==> config.mk <==
export PLATFORM = sky130hd
export DESIGN_NAME = bias_sweep_controller_flat
export DESIGN_NICKNAME = d
export VERILOG_FILES = /design/src/rtl/bias_sweep_controller_if.sv /design/src/rtl/bias_sweep_controller.sv /design/src/flat_wrapper.sv
export SDC_FILE = /design/constraint.sdc
export NUM_CORES = 1
export LEC_CHECK = 0
export ABC_AREA = 1
export BUFFER_PORTS_ARGS = -buffer_cell sky130_fd_sc_hd__buf_4
export CORE_UTILIZATION = 25
export CTS_CLUSTER_SIZE = 28
export DETAILED_ROUTE_END_ITERATION = 10
export PLACE_DENSITY = 0.54
export RECOVER_POWER = 25
export REMOVE_ABC_BUFFERS = 1
export SETUP_SLACK_MARGIN = 0.1
export SLEW_MARGIN = 20
export SYNTH_ARGS = -nofsm -noshare
export SYNTH_HDL_FRONTEND = slang
export SYNTH_SLANG_ARGS = --single-unit
export TNS_END_PERCENT = 20
==> constraint.sdc <==
create_clock -name clk -period 1.93 [get_ports clk]
set_input_delay 0.2895 -clock clk [delete_from_list [all_inputs] [get_ports clk]]
set_output_delay 0.2895 -clock clk [all_outputs]
set_load 0.03 [all_outputs]
==> src/rtl/bias_sweep_controller_if.sv <==
// Handshake and memory bundle for the bias sweep controller.
// master: controller side; slave: loader, bias memory and gate accumulator.
interface bias_sweep_controller_if #(
    parameter int DATA_WIDTH = 16,
    parameter int ADDR_WIDTH = 7
) ();
    // loader stream
    logic                  load_valid;
    logic [DATA_WIDTH-1:0] load_data;
    logic                  load_ready;
    // single-port bias memory
    logic                  mem_write_enable;
    logic [ADDR_WIDTH-1:0] mem_write_address;
    logic [DATA_WIDTH-1:0] mem_write_data;
    logic                  mem_read_enable;
    logic [ADDR_WIDTH-1:0] mem_read_pointer;
    logic [DATA_WIDTH-1:0] mem_read_data;
    // bias beats to the gate accumulator
    logic [DATA_WIDTH-1:0] bias_out;
    logic [ADDR_WIDTH-1:0] bias_index;
    logic                  bias_valid;
    logic                  bias_ready;

    modport master (
        input  load_valid,
        input  load_data,
        output load_ready,
        output mem_write_enable,
        output mem_write_address,
        output mem_write_data,
        output mem_read_enable,
        output mem_read_pointer,
        input  mem_read_data,
        output bias_out,
        output bias_index,
        output bias_valid,
        input  bias_ready
    );

    modport slave (
        output load_valid,
        output load_data,
        input  load_ready,
        input  mem_write_enable,
        input  mem_write_address,
        input  mem_write_data,
        input  mem_read_enable,
        input  mem_read_pointer,
        output mem_read_data,
        input  bias_out,
        input  bias_index,
        input  bias_valid,
        output bias_ready
    );
endinterface

==> src/rtl/bias_sweep_controller.sv <==
// Bias memory sequencer: bulk-loads HIDDEN_SIZE words, then sweeps them out.
// Ports: clk, rst (sync, active high), start (sweep request pulse),
// busy (LOAD or READ), load_done / sweep_done (one-cycle pulses),
// bus (master): loader stream, memory write/read port, bias beat stream.
module bias_sweep_controller #(
    parameter int DATA_WIDTH  = 16,
    parameter int ADDR_WIDTH  = 7,
    parameter int HIDDEN_SIZE = 100,
    parameter int BASE_ADDR   = 0
) (
    input  logic clk,
    input  logic rst,
    input  logic start,
    output logic busy,
    output logic load_done,
    output logic sweep_done,
    bias_sweep_controller_if.master bus
);

    // One extra bit so the read counter can hold HIDDEN_SIZE itself.
    localparam int CNT_W = ADDR_WIDTH + 1;

    localparam logic [ADDR_WIDTH-1:0] BASE =
        ADDR_WIDTH'(BASE_ADDR);
    localparam logic [ADDR_WIDTH-1:0] LAST_WR =
        ADDR_WIDTH'(HIDDEN_SIZE - 1);
    localparam logic [CNT_W-1:0] SWEEP_LEN =
        CNT_W'(HIDDEN_SIZE);

    typedef enum logic [2:0] {
        IDLE,
        LOAD,
        DONE_L,
        READ,
        DONE_R
    } state_t;

    state_t                state;
    logic [ADDR_WIDTH-1:0] wr_cnt;
    logic [CNT_W-1:0]      rd_cnt;
    logic                  start_pending;
    logic                  valid_q;
    logic [ADDR_WIDTH-1:0] index_q;

    logic accepting;
    logic write_fire;
    logic last_word;
    logic issue;
    logic accept;
    logic sweep_end;

    // Strobes are gated by rst so a reset cycle never touches memory.
    always_comb begin
        accepting  = !rst && (state == IDLE || state == LOAD);
        write_fire = accepting && bus.load_valid;
        last_word  = (wr_cnt == LAST_WR);
        accept     = valid_q && bus.bias_ready;
        // A new read only when the output register is free or draining.
        issue      = !rst && (state == READ) &&
                     (rd_cnt < SWEEP_LEN) &&
                     (!valid_q || bus.bias_ready);
        sweep_end  = (state == READ) &&
                     (rd_cnt == SWEEP_LEN) && accept;
    end

    assign bus.load_ready        = accepting;
    assign bus.mem_write_enable  = write_fire;
    assign bus.mem_write_address = write_fire ? BASE + wr_cnt : '0;
    assign bus.mem_write_data    = write_fire ? bus.load_data : '0;
    assign bus.mem_read_enable   = issue;
    assign bus.mem_read_pointer  =
        issue ? BASE + rd_cnt[ADDR_WIDTH-1:0] : '0;

    // Memory holds its output while not read, so a stalled
    // beat stays stable without a local data register.
    assign bus.bias_out   = bus.mem_read_data;
    assign bus.bias_valid = valid_q;
    assign bus.bias_index = index_q;

    always_ff @(posedge clk) begin
        if (rst) begin
            state         <= IDLE;
            wr_cnt        <= '0;
            rd_cnt        <= '0;
            start_pending <= 1'b0;
            valid_q       <= 1'b0;
            index_q       <= '0;
            busy          <= 1'b0;
            load_done     <= 1'b0;
            sweep_done    <= 1'b0;
        end else begin
            load_done  <= 1'b0;
            sweep_done <= 1'b0;

            // Output register: the issued index lands with its data.
            if (issue) begin
                valid_q <= 1'b1;
                index_q <= rd_cnt[ADDR_WIDTH-1:0];
                rd_cnt  <= rd_cnt + 1'b1;
            end else if (accept) begin
                valid_q <= 1'b0;
            end

            // Loader words are handled alike in IDLE and LOAD.
            if (write_fire) begin
                if (last_word) begin
                    wr_cnt    <= '0;
                    state     <= DONE_L;
                    busy      <= 1'b0;
                    load_done <= 1'b1;
                end else begin
                    wr_cnt <= wr_cnt + 1'b1;
                    state  <= LOAD;
                    busy   <= 1'b1;
                end
            end

            unique case (state)
                IDLE: begin
                    if (bus.load_valid) begin
                        // Load wins; remember the sweep request.
                        if (start) start_pending <= 1'b1;
                    end else if (start || start_pending) begin
                        start_pending <= 1'b0;
                        state         <= READ;
                        busy          <= 1'b1;
                    end
                end
                LOAD: begin
                    if (start) start_pending <= 1'b1;
                end
                DONE_L: begin
                    if (start) start_pending <= 1'b1;
                    state <= IDLE;
                end
                READ: begin
                    if (sweep_end) begin
                        state      <= DONE_R;
                        busy       <= 1'b0;
                        sweep_done <= 1'b1;
                        rd_cnt     <= '0;
                    end
                end
                DONE_R: begin
                    state <= IDLE;
                end
                default: begin
                    state <= IDLE;
                end
            endcase
        end
    end

endmodule

==> src/flat_wrapper.sv <==
// flat-port wrapper written by rule: the top's interface ports become plain ports
module bias_sweep_controller_flat 
#(
    parameter int DATA_WIDTH  = 16,
    parameter int ADDR_WIDTH  = 7,
    parameter int HIDDEN_SIZE = 100,
    parameter int BASE_ADDR   = 0
)
  (clk, rst, start, busy, load_done, sweep_done, bus_load_valid, bus_load_data, bus_load_ready, bus_mem_write_enable, bus_mem_write_address, bus_mem_write_data, bus_mem_read_enable, bus_mem_read_pointer, bus_mem_read_data, bus_bias_out, bus_bias_index, bus_bias_valid, bus_bias_ready);
  bias_sweep_controller_if #(.DATA_WIDTH(DATA_WIDTH), .ADDR_WIDTH(ADDR_WIDTH)) bus_i ();
  input  logic clk;
  input  logic rst;
  input  logic start;
  output logic busy;
  output logic load_done;
  output logic sweep_done;
  input wire logic [$bits(bus_i.load_valid)-1:0] bus_load_valid;
  input wire logic [$bits(bus_i.load_data)-1:0] bus_load_data;
  output wire logic [$bits(bus_i.load_ready)-1:0] bus_load_ready;
  output wire logic [$bits(bus_i.mem_write_enable)-1:0] bus_mem_write_enable;
  output wire logic [$bits(bus_i.mem_write_address)-1:0] bus_mem_write_address;
  output wire logic [$bits(bus_i.mem_write_data)-1:0] bus_mem_write_data;
  output wire logic [$bits(bus_i.mem_read_enable)-1:0] bus_mem_read_enable;
  output wire logic [$bits(bus_i.mem_read_pointer)-1:0] bus_mem_read_pointer;
  input wire logic [$bits(bus_i.mem_read_data)-1:0] bus_mem_read_data;
  output wire logic [$bits(bus_i.bias_out)-1:0] bus_bias_out;
  output wire logic [$bits(bus_i.bias_index)-1:0] bus_bias_index;
  output wire logic [$bits(bus_i.bias_valid)-1:0] bus_bias_valid;
  input wire logic [$bits(bus_i.bias_ready)-1:0] bus_bias_ready;
  assign bus_i.load_valid = bus_load_valid;
  assign bus_i.load_data = bus_load_data;
  assign bus_load_ready = bus_i.load_ready;
  assign bus_mem_write_enable = bus_i.mem_write_enable;
  assign bus_mem_write_address = bus_i.mem_write_address;
  assign bus_mem_write_data = bus_i.mem_write_data;
  assign bus_mem_read_enable = bus_i.mem_read_enable;
  assign bus_mem_read_pointer = bus_i.mem_read_pointer;
  assign bus_i.mem_read_data = bus_mem_read_data;
  assign bus_bias_out = bus_i.bias_out;
  assign bus_bias_index = bus_i.bias_index;
  assign bus_bias_valid = bus_i.bias_valid;
  assign bus_i.bias_ready = bus_bias_ready;
  bias_sweep_controller #(.DATA_WIDTH(DATA_WIDTH), .ADDR_WIDTH(ADDR_WIDTH), .HIDDEN_SIZE(HIDDEN_SIZE), .BASE_ADDR(BASE_ADDR)) u_core (.clk(clk), .rst(rst), .start(start), .busy(busy), .load_done(load_done), .sweep_done(sweep_done), .bus(bus_i));
endmodule
==> results by group <==
Placement
  – Detailed Place HPWL: 3690 um
  – GP Congestion: 0.832
  – Post-Place Cells: 430
  – Number of I/O port buffers: 64

Critical path
  – Worst EP arrival: 1490 ps
  – Slowest stage delay, CP: 330 ps
  – CP most frequent cell: buf_6
  – CP startpoint kind: flop
  – Crit-path max FO: 7
  – Critical path class: reg2out
  – Buffers & Inverters on Critical Path: 2
  – Worst path slowest cell: dfxtp_2
  – Cell family with most CP delay: simple AND/OR/NAND/NOR gates
  – Crit path cell chain: buf_6, nand3_4, nor2_8, nand2_4, nor2_4, ha_4, buf_6
  – Crit path required time: 1640 ps
  – CP Capture Type: output pin

Logic synthesis
  – Largest area contributor in the netlist: dfxtp_1
  – Yosys warning total: 0
  – Register area share after synthesis: 31.9%
  – Mapped Area: 1880 um^2
  – Top cell type's share of synthesized area: 31.9%
  – Synth area leaders: dfxtp_1 (32%), inv_1 (11%), nand2_1 (11%), nor2_1 (9.0%), buf_4 (6.4%)
  – Unique masters post-synth: 28
  – Synth Register Bits: 30
  – Mapped Cells: 285
  – Per-instance average area after synthesis: 6.60 um^2

Routing
  – DRT Wirelength: 5370 um
  – TritonRoute pass-1 iters: 4
  – Vias per inst: 4.37
  – Routed vias: 1984
  – Routed wire per std cell: 11.8 um
  – Remaining antenna violation count: 0
  – DRT iter0 DRCs: 69
  – DRC Markers: 0

Clock network
  – CTS root buf: clkbuf_8
  – Total CTS buffers: 5
  – H-tree depth: 2
  – Worst-skew pair later-pin latency: 290 ps
  – Hold-fix buffers at CTS: 0
  – # clock sinks: 30
  – Maximum clock insertion buffer count: 2
  – Clock slew at reported path FFs: 60 ps
  – TritonCTS clock tree: done

Floorplan
  – Chip Width: 88.7 um
  – Chip Height: 88.7 um
  – Core area: 7250 um^2
  – Io pins: 97
  – Core Rows: 31
  – Die area: 7870 um^2
  – Initial Util: 25.9%

GRT
  – GRT Util Overall: 13.4%
  – First-pass GRT wire length: 7990 um
  – Vias in the first global route: 1741
  – Global route total overflow: 0
  – Largest net degree at the start of global routing: 15
  – Initial antenna violation count: 0

Hold path
  – Worst min-delay path category: in2reg

Flow run
  – Max cap viols: 0

STA
  – Setup TNS: 0 ps
  – WHS: 279 ps
  – Crit path time final: 1780 ps
  – Final setup viols: 0
  – Fmax: 561 MHz
  – Worst-margin pin slew: 421 ps
  – Slew headroom: 71.8%
  – Final-report max-slew violation count: 0
  – Period utilization: 92.3%
  – RSZ-0062 raised after global routing: yes
  – Final Hold Fails: 0
  – Clk_skew: 6.85 ps

Finish
  – Final net count: 395
  – Layout area overhead: 42.0%
  – Diode count: 0
  – Number of fill cells: 775
  – Share of cells above drive strength 1: 33.8%
  – Post-Layout Cell Count: 454
  – Finished Core Util: 36.8%

Pwr
  – PD cells: 584 nW/um^2
  – Peak supply drop: 0.000418 V
  – LEAKAGE: 1.35 nW
  – Final Power: 1.56 mW

Outcome
  – Status: completed
[report_power, final]
part | internal (mW) | switching, mW | total [mW]
clock | 0.360 | 0.252 | 0.612
combinational | 0.125 | 0.172 | 0.297
sequential | 0.636 | 0.0140 | 0.650
[what timing repair did]
| item | in CTS | in global routing |
|---|---|---|
| cloned | 2 | 2 |
| buffers inserted | 5 | 7 |
| setup endpoints to repair | 24 | 31 |
| pin swaps | 4 | 7 |
| resized for setup | 11 | 21 |
[worst paths after layout]
check	from	end	slack (ps)	cells past startpoint
hold / removal	rst	u_core.state[2]	280	2
setup reg to reg	u_core.state[2]	u_core.wr_cnt[2]	270	10
setup / recovery	u_core.state[1]	bus_mem_read_pointer[0]	150	7
hold reg to reg	u_core.start_pending	u_core.start_pending	460	2
[flip-flops by register name, summed over array words and instances, names as in the netlist]
register	count
u_core.rd_cnt	8
u_core.bus.bias_index	7
u_core.wr_cnt	7
u_core.state	3
u_core.bus.bias_valid	1
u_core.busy	1
u_core.load_done	1
u_core.start_pending	1
u_core.sweep_done	1
[synth_stat cells (all sizes together)]
master  instances
inv            58
nand2          58
nor2           50
dfxtp          30
buf            23
a21oi          20
nand3          14
nand4          13
o21ai           6
ha              4
nor3            3
and3            1
clkinv          1
o31ai           1
or2             1
xnor2           1
xor2            1
[layer usage]
| metal | GRT usage, % | wire length (um) |
|---|---|---|
| met1 | 15.4 | 2390 |
| met2 | 22.4 | 2330 |
| met3 | 5.41 | 550 |
| met4 | 4.84 | 94 |
| met5 | 0 | 0 |
[worst reg2reg max path, stage by stage (launching register included)]
cell	delay (ps)
dfxtp_2	330
inv_2	90
nand2_2	90
nor2_4	160
buf_12	140
nand2_2	80
buf_4	160
buf_4	160
nor2_2	150
nor2_1	70
and3_1	140
[layout by cell type (no fill, tap or decap), types with 5 or more instances in the layout]
cell / count
nand2_1: 53
clkbuf_8: 8
nor2_2: 5
nor2_1: 41
dfxtp_2: 7
o21ai_0: 6
inv_1: 55
a21oi_1: 20
buf_6: 8
dfxtp_1: 23
clkbuf_1: 5
nand3_1: 10
nand4_1: 13
buf_4: 66
[through the flow]
stage               instance area [um^2]  setup slack [ps]
CTS                                 2520              95.3
global placement                    2340               226
floorplan                           1700              -162
detailed placement                  2340               172
global route                        2670              72.7
finish                              2670               149
[cell families (layout without fill, tap and decap cells)]
| group | after synthesis | count (layout) | share of synthesized area [%] |
|---|---|---|---|
| simple gates | 140 | 144 | 35.5 |
| buf+inv | 82 | 148 | 21.6 |
| flops | 30 | 30 | 31.9 |
| compound gates | 27 | 27 | 7.32 |
| fa+ha+maj | 4 | 4 | 2.66 |
| xor+xnor | 2 | 2 | 0.932 |
[cell type report]
type                       instances  area [um^2]  area share, %
multi-input combinational        177          962           36.0
timing repair buffer              81          644           24.1
sequential                        30          609           22.8
inverter                          59          221           8.29
tap                               99          124           4.64
clock buffer                       8          110           4.12
Power figures use the tool's default switching activity.
